### src/rtl/disp_ctrl_pkg.sv
// rtl/disp_ctrl_pkg.sv - shared widths and skid-buffer state encoding for the dispatch controller
//
// Contents:
//   DEF_PC_W / DEF_INST_W / DEF_REG_AW / DEF_CNT_W : default widths
//   buf_state_e : skid buffer occupancy (EMPTY, ONE, TWO)
package disp_ctrl_pkg;

    localparam int DEF_PC_W   = 32;
    localparam int DEF_INST_W = 32;
    localparam int DEF_REG_AW = 5;
    localparam int DEF_CNT_W  = 32;

    typedef enum logic [1:0] {
        BUF_EMPTY = 2'd0,
        BUF_ONE   = 2'd1,
        BUF_TWO   = 2'd2
    } buf_state_e;

endpackage

### src/rtl/disp_skid_buf.sv
// rtl/disp_skid_buf.sv - generic 2-entry valid/ready skid buffer with flush
//
// Ports:
//   clk, rst                  : clock, asynchronous active-low reset
//   flush                     : discard all entries, next state EMPTY
//   in_valid/in_ready/in_data : upstream handshake (in_ready registered)
//   out_valid/out_ready/out_data : head entry (entry 0) handshake
module disp_skid_buf #(
    parameter int W = 8
) (
    input  logic         clk,
    input  logic         rst,
    input  logic         flush,
    input  logic         in_valid,
    output logic         in_ready,
    input  logic [W-1:0] in_data,
    output logic         out_valid,
    input  logic         out_ready,
    output logic [W-1:0] out_data
);
    import disp_ctrl_pkg::*;

    buf_state_e   state_q, state_d;
    logic [W-1:0] e0_q, e0_d;
    logic [W-1:0] e1_q, e1_d;
    logic         ready_q;
    logic         push, pop;

    assign push      = in_valid & ready_q;
    assign out_valid = (state_q != BUF_EMPTY);
    assign pop       = out_valid & out_ready;
    assign in_ready  = ready_q;
    assign out_data  = e0_q;

    always_comb begin
        state_d = state_q;
        e0_d    = e0_q;
        e1_d    = e1_q;
        case (state_q)
            BUF_EMPTY: begin
                if (push) begin
                    state_d = BUF_ONE;
                    e0_d    = in_data;
                end
            end
            BUF_ONE: begin
                if (push && pop) begin
                    // head leaves and the new entry takes its place
                    e0_d = in_data;
                end else if (push) begin
                    state_d = BUF_TWO;
                    e1_d    = in_data;
                end else if (pop) begin
                    state_d = BUF_EMPTY;
                end
            end
            BUF_TWO: begin
                if (pop) begin
                    state_d = BUF_ONE;
                    e0_d    = e1_q;
                end
            end
            default: state_d = BUF_EMPTY;
        endcase
        // flush wins over any accept in the same cycle; stale payload is harmless
        if (flush) begin
            state_d = BUF_EMPTY;
        end
    end

    always_ff @(posedge clk or negedge rst) begin
        if (!rst) begin
            state_q <= BUF_EMPTY;
            ready_q <= 1'b1;
            e0_q    <= '0;
            e1_q    <= '0;
        end else begin
            state_q <= state_d;
            ready_q <= (state_d != BUF_TWO);
            e0_q    <= e0_d;
            e1_q    <= e1_d;
        end
    end

endmodule

### src/rtl/disp_ctrl.sv
// rtl/disp_ctrl.sv - in-order dispatch from decoder to execute with scoreboard gating and stall counters
//
// Ports:
//   clk, rst                       : clock, asynchronous active-low reset
//   dec_*                          : decoder handshake and instruction fields
//   sb_rs1/sb_rs2/sb_rd/sb_regwr   : scoreboard query and allocate strobe
//   sb_raw/sb_full                 : scoreboard hazard / full indications
//   exu_*                          : execute unit handshake and head payload
//   flush                          : redirect, drop everything buffered
//   cnt_raw/full/exu_stall         : saturating stall counters
module disp_ctrl import disp_ctrl_pkg::*; #(
    parameter int PC_W   = DEF_PC_W,
    parameter int INST_W = DEF_INST_W,
    parameter int REG_AW = DEF_REG_AW,
    parameter int CNT_W  = DEF_CNT_W
) (
    input  logic              clk,
    input  logic              rst,
    input  logic              dec_valid,
    output logic              dec_ready,
    input  logic [PC_W-1:0]   dec_pc,
    input  logic [INST_W-1:0] dec_inst,
    input  logic [REG_AW-1:0] dec_rs1,
    input  logic [REG_AW-1:0] dec_rs2,
    input  logic [REG_AW-1:0] dec_rd,
    input  logic              dec_rs1_en,
    input  logic              dec_rs2_en,
    input  logic              dec_rd_wen,
    output logic [REG_AW-1:0] sb_rs1,
    output logic [REG_AW-1:0] sb_rs2,
    output logic [REG_AW-1:0] sb_rd,
    output logic              sb_regwr,
    input  logic              sb_raw,
    input  logic              sb_full,
    output logic              exu_valid,
    input  logic              exu_ready,
    output logic [PC_W-1:0]   exu_pc,
    output logic [INST_W-1:0] exu_inst,
    output logic [REG_AW-1:0] exu_rd,
    output logic              exu_rd_wen,
    input  logic              flush,
    output logic [CNT_W-1:0]  cnt_raw_stall,
    output logic [CNT_W-1:0]  cnt_full_stall,
    output logic [CNT_W-1:0]  cnt_exu_stall
);

    localparam int PW = PC_W + INST_W + 3 * REG_AW + 3;

    logic [PW-1:0]     in_data, head_data;
    logic              head_valid, head_ready, issue;
    logic [PC_W-1:0]   h_pc;
    logic [INST_W-1:0] h_inst;
    logic [REG_AW-1:0] h_rs1, h_rs2, h_rd;
    logic              h_rs1_en, h_rs2_en, h_rd_wen;

    assign in_data = {dec_pc, dec_inst, dec_rs1, dec_rs2, dec_rd,
                      dec_rs1_en, dec_rs2_en, dec_rd_wen};
    assign {h_pc, h_inst, h_rs1, h_rs2, h_rd, h_rs1_en, h_rs2_en, h_rd_wen} = head_data;

    // the buffer only sees a pop when every issue condition holds
    assign head_ready = exu_ready & ~sb_raw & ~sb_full & ~flush;

    disp_skid_buf #(.W(PW)) u_buf (
        .clk       (clk),
        .rst       (rst),
        .flush     (flush),
        .in_valid  (dec_valid),
        .in_ready  (dec_ready),
        .in_data   (in_data),
        .out_valid (head_valid),
        .out_ready (head_ready),
        .out_data  (head_data)
    );

    assign exu_valid  = head_valid & ~sb_raw & ~sb_full & ~flush;
    assign issue      = exu_valid & exu_ready;
    assign exu_pc     = h_pc;
    assign exu_inst   = h_inst;
    assign exu_rd     = h_rd;
    assign exu_rd_wen = h_rd_wen;

    // unused sources and an empty buffer query x0, which never hits
    assign sb_rs1   = (head_valid && h_rs1_en) ? h_rs1 : '0;
    assign sb_rs2   = (head_valid && h_rs2_en) ? h_rs2 : '0;
    assign sb_rd    = h_rd;
    assign sb_regwr = issue & h_rd_wen & (h_rd != '0);

    always_ff @(posedge clk or negedge rst) begin
        if (!rst) begin
            cnt_raw_stall  <= '0;
            cnt_full_stall <= '0;
            cnt_exu_stall  <= '0;
        end else if (head_valid && !flush) begin
            if (sb_raw) begin
                if (cnt_raw_stall != '1) cnt_raw_stall <= cnt_raw_stall + 1'b1;
            end else if (sb_full) begin
                if (cnt_full_stall != '1) cnt_full_stall <= cnt_full_stall + 1'b1;
            end else if (!exu_ready) begin
                if (cnt_exu_stall != '1) cnt_exu_stall <= cnt_exu_stall + 1'b1;
            end
        end
    end

endmodule
### config.mk
export PLATFORM = sky130hd
export DESIGN_NAME = disp_ctrl
export DESIGN_NICKNAME = d
export VERILOG_FILES = /design/src/rtl/disp_ctrl_pkg.sv /design/src/rtl/disp_skid_buf.sv /design/src/rtl/disp_ctrl.sv
export SDC_FILE = /design/constraint.sdc
export NUM_CORES = 1
export LEC_CHECK = 0
export CAP_MARGIN = 40
export CORE_UTILIZATION = 30
export DETAILED_ROUTE_END_ITERATION = 6
export PLACE_DENSITY = 0.51
export SETUP_SLACK_MARGIN = 0.15
export SLEW_MARGIN = 20
export SYNTH_ARGS = -nofsm -noshare
export SYNTH_HDL_FRONTEND = slang
export SYNTH_HIERARCHICAL = 1
export SYNTH_SLANG_ARGS = --single-unit
### constraint.sdc
create_clock -name clk -period 2.9 [get_ports clk]
set_clock_uncertainty 0.1 [all_clocks]
set_input_delay 0.725 -clock clk [delete_from_list [all_inputs] [get_ports clk]]
set_output_delay 0.725 -clock clk [all_outputs]
set_load 0.02 [all_outputs]
### Word level (Yosys, flattened, before mapping)

Cells that the tools add are included.

| operators by class | value |
|---|---|
| add/sub/neg operators | 3 |
| equality and inequality tests | 9 |
| muxes and demuxes | 13 |
| bitwise operators | 16 |
| reductions and logical operators | 14 |

Operators with widths:

| operator | number |
|---|---|
| 82-bit 2-to-1 mux | 3 |
| 82-bit case mux with 3 select lines | 1 |
| 32-bit by 1-bit adder with 32-bit output, second input constant | 3 |
| 32-bit inequality test, second input constant | 3 |
| 2-bit 2-to-1 mux | 6 |
| 1-bit AND | 11 |
| 5-bit 2-to-1 mux | 2 |
| 4-bit AND reduction | 2 |
| 2-bit by 1-bit inequality test with 1-bit output, second input constant | 3 |
| 2-bit case mux with 3 select lines | 1 |
| 3-bit AND reduction | 2 |
| 1-bit NOT | 5 |
| 5-bit AND reduction | 1 |
| 5-bit nonzero test | 1 |
| 1-bit logical AND | 4 |
| 3-bit nonzero test | 1 |
| 2-bit by 1-bit == test with 1-bit output, second input constant | 1 |
| 2-bit == test, second input constant | 1 |
| 2-bit zero test | 1 |
| 2-bit inequality test, second input constant | 1 |
| 2-bit nonzero test | 1 |
| 1-bit zero test | 1 |

| word-level totals | value |
|---|---|
| bits in registers | 263 |
| input bits | 89 |
| output and inout port bits | 184 |
| logic and storage cells | 62 |

### Logic depth before layout (Yosys ltp)

| logic depth | value |
|---|---|
| depth in word-level cells | 11 |
| mapped depth | 7 |
| depth with buffers taken out | 6 |

### Modules after synthesis

Netlist, hierarchy kept.

Modules (own cells, without submodules):

| module | times used | cells an instance | area an instance (sq um) | sequential area each (sq um) |
|---|---|---|---|---|
| disp_skid_buf | 1 | 472 | 7183.1 | 4180.3 |
| disp_ctrl | 1 | 444 | 4770.8 | 2402.3 |

### Worst setup path after synthesis

Ideal clock, no wire load.

| path | value |
|---|---|
| kind | input -> output |
| from | input flush |
| to | output sb_regwr |
| arrival | 1.838 ns |
| required time | 2.075 ns |
| slack | 0.237 ns |
| cell stages on the path | 3 |
| buffers on the path | 0 |
| cell sequence | nor4b_1 -> nand3_1 -> a21oi_1 |

| between the ends | value |
|---|---|
| longest elaborated chain between the ends | 5 |

Ends and longest elaborated chain:

| what | RTL line | text |
|---|---|---|
| from (decl) | disp_ctrl.sv:41 | `input logic flush,` |
| 1-bit NOT | disp_ctrl.sv:75 | `assign exu_valid = head_valid & ~sb_raw & ~sb_full & ~flush;` |
| 1-bit AND | disp_ctrl.sv:75 |  |
| 1-bit AND | disp_ctrl.sv:76 | `assign issue = exu_valid & exu_ready;` |
| 1-bit AND (2 in a row) | disp_ctrl.sv:86 | `assign sb_regwr = issue & h_rd_wen & (h_rd != '0);` |
| to (decl) | disp_ctrl.sv:32 | `output logic sb_regwr,` |

Every way passes these cells.

### Final worst setup path

| path | value |
|---|---|
| from | input sb_full |
| to | output exu_valid |

| between the ends | value |
|---|---|
| longest elaborated chain between the ends | 3 |

Ends and longest elaborated chain:

| what | RTL line | text |
|---|---|---|
| from (decl) | disp_ctrl.sv:34 | `input logic sb_full,` |
| 1-bit NOT (no source line) | n/a |  |
| 1-bit AND (2 in a row) | disp_ctrl.sv:75 |  |
| to (decl) | disp_ctrl.sv:35 | `output logic exu_valid,` |

Every way passes these cells.

==> impl_metrics.json <==
{
  "slew_headroom_pct": 59.1,
  "cp_top_family": "buffers and inverters",
  "synth_nets": 1008,
  "cts_buffers": 31,
  "pwr_density_cell_nw_per_um2": 733,
  "critPathKind": "in -> out",
  "syn_area_um2": 12000,
  "grt_pass1_vias": 9174,
  "muxShareOfSynthArea_pct": 10.5,
  "synth_top_family_by_area": "compound AO/OA/AOI/OAI gates",
  "die_area_um2": 40600,
  "drv_cap": 0,
  "die_w_um": 202,
  "cts_hold_buf": 0,
  "status": "finished, final reports clean",
  "synth-compound-area-share_pct": 12.9,
  "cpPeakStageDelay_ns": 0.52,
  "worstReg2RegStart": "cnt_raw_stall[17]",
  "setup_viol": 0,
  "core_um2": 39000,
  "nets": 1297,
  "synthFlopType": "dfrtp_1",
  "cts-root-buf": "clkbuf_16",
  "synthArstFlopShare_pct": 100,
  "reg2reg_slack_ns": 0.53,
  "htreeDepth": 1,
  "synthAdderAreaFrac_pct": 0.314,
  "arrival_ns": 1.93,
  "routed_via_density": 4.92,
  "dp_hpwl_mm": 22.6,
  "cts_sinks": 263,
  "ys_warn_count": 6,
  "drc_errors": 0,
  "hold_path.class": "in -> async",
  "synth_seq_area_share_pct": 55.1,
  "worst-path-buf-inv": 3,
  "vias": 8592,
  "synth_edf_count": 0,
  "synth-xor-area-share_pct": 6.81,
  "fmax_mhz": 363,
  "drt_iter0_drc": 361,
  "tightest_slew_ns": 0.614,
  "clock_path_buffers": 3,
  "setup.worst_path.end": "exu_valid",
  "drv_slew": 0,
  "dr.pass1.iters": 6,
  "end_kind": "primary output",
  "r2r_cells": 5,
  "insertion_delay_ns": 0.57,
  "portBuffers": 272,
  "syn_avg_cell_area_um2": 13.1,
  "place_congestion": 0.763,
  "start_util_pct": 30.6,
  "required_ns": 2.08,
  "area_delta_synth_final_pct": 39.4,
  "yosys.area_share.simple_pct": 11.4,
  "vdd_drop_max_uv": 455,
  "cp.depth": 4,
  "avgRoutedWirePerCell_um": 19.4,
  "overflow": 0,
  "layout_min_cycle_time_ns": 2.75,
  "postSynthCellCount": 916,
  "io_pins": 273,
  "rsz0062_at_grt": "yes",
  "grt_max_degree": 84,
  "crit_fanout": 3,
  "clk_pin_slew_ns": 0.06,
  "drtAntennaViolNets": 0,
  "cts_tree": "yes",
  "final_layout_size_suffix_gt1_share_pct": 17.2,
  "path_cells": "clkdlybuf4s50_1 > or4b_4 > inv_1 > buf_4",
  "start_kind": "input pin",
  "die_h_um": 202,
  "hold_ws_ns": 0.0186,
  "slowest_stage": "or4b_4",
  "ys_types": 56,
  "dpl.cell_count": 1689,
  "antenna_found_initial": 2,
  "final_cells": 1748,
  "rows": 72,
  "fin_crit_sh_pct": 94.9,
  "grt_pass1_wl_mm": 54.7,
  "synth-seq-cells": 263,
  "cp-startpoint": "sb_full",
  "power_leakage_uw": 0.00693,
  "routed_wl_mm": 34.0,
  "finalHoldViolations": 0,
  "grt_usage_pct": 16.8,
  "r2r-end": "cnt_raw_stall[23]"
}
through the flow:
| stage | utilization (%) | setup TNS (ns) | total power (µW) | instance area (µm²) | setup slack (ns) |
|---|---|---|---|---|---|
| finish | 42.7 | 0 | 12200 | 16700 | 0.149 |
| global route | 42.7 | 0 | 12800 | 16700 | 0.125 |
| CTS | 42.8 | 0 | 12400 | 16700 | 0.132 |
| detailed placement | 40.0 | -11.11 | 8180 | 15600 | -0.377 |
| global placement | 40.0 | -6.56 | 8150 | 15600 | -0.363 |
| floorplan | - | 0 | 6800 | 12000 | 0.237 |
how the worst min path moves through the flow:
stage / from / end / slack [ns] / cells past startpoint
floorplan: rst / cnt_exu_stall[0] / 0.33 / 0
global placement: u_buf/out_data[11] / u_buf/out_data[11] / 0.37 / 1
detailed placement: u_buf/out_data[10] / u_buf/out_data[10] / 0.37 / 1
CTS: rst / u_buf/e1_q[23] / 0.02 / 1
global route: rst / u_buf/e1_q[21] / 0.04 / 1
finish: rst / u_buf/e1_q[21] / 0.02 / 1
placed cells by master, fill, tap and decap left out, types with 7 or more instances in the layout:
master,instances
and4_1,14
nor2_1,10
buf_12,18
o21a_1,82
nand3_1,43
clkbuf_1,7
and2_1,9
xnor2_1,84
clkdlybuf4s50_1,257
dfrtp_1,262
nand2_1,35
mux2_4,80
o32a_1,82
nor3_1,7
clkbuf_8,8
buf_4,31
clkbuf_16,31
nand4_1,45
inv_1,7
and3_1,28
xor2_1,9
worst register-to-register path, stage by stage, from the launching register on:
cell and delay [ns]:
dfrtp_1 0.44, nand3_1 0.18, or4_4 0.60, or4_1 0.67, nand4_1 0.18, xnor2_1 0.12
per-layer routing:
metal	vias up	part of all wire [%]	global-route usage, %
met2	213	46	26.1
li1	4028	-	-
met3	35	5.6	3.89
met5	-	0.038	0
met4	2	1.6	4.22
met1	4314	47	23.4
state kept, by name (all words and copies together) (netlist names):
register,count
u_buf/e1_q,82
u_buf/state_q,2
cnt_raw_stall,32
u_buf/in_ready,1
u_buf/out_data,82
cnt_exu_stall,32
cnt_full_stall,32
final cells by class:
| class | instances | area, µm² |
|---|---|---|
| Inverter | 7 | 26.3 |
| Tap cell | 518 | 648 |
| Clock inverter | 11 | 163 |
| Antenna cell | 1 | 2.50 |
| Clock buffer | 46 | 912 |
| Timing Repair Buffer | 320 | 3270 |
| Fill cell | 3661 | 22300 |
| Sequential cell | 263 | 6580 |
| Multi-Input combinational cell | 582 | 5060 |
power breakdown:
part | total [µW] | switching, µW | internal, µW
combinational | 3050 | 1280 | 1770
clock | 4100 | 1580 | 2520
sequential | 5060 | 565 | 4490
cells in the mapped netlist, types with 10 or more instances:
cell type  instances  area share, %
o32a_1            82            6.9
nand4_1           45            2.4
and3_1            28            1.5
clkbuf_1          37            1.2
dfrtp_1          262             55
nor2_1            10           0.31
and4_1            14            1.0
nand3_1           43            1.8
nand2_1           35            1.1
o21a_1            82            5.1
xnor2_1           84            6.2
mux2_4            80             10
timing repair:
| action | CTS | global route |
|---|---|---|
| resized for setup | 36 | 12 |
| setup endpoints to repair | 12 | 10 |
| buffers inserted | 1 | 0 |
| pin swaps | 1 | 1 |
cell families (layout without fill, tap and decap cells):
group	after synthesis	after routing
compound gates	176	176
flops	263	263
other cells	0	1
simple gates	225	225
xor+xnor	93	93
buf+inv	71	384
fa+ha+maj	3	3
mux	85	85
Note: power is estimated with default switching activity, not from simulation.
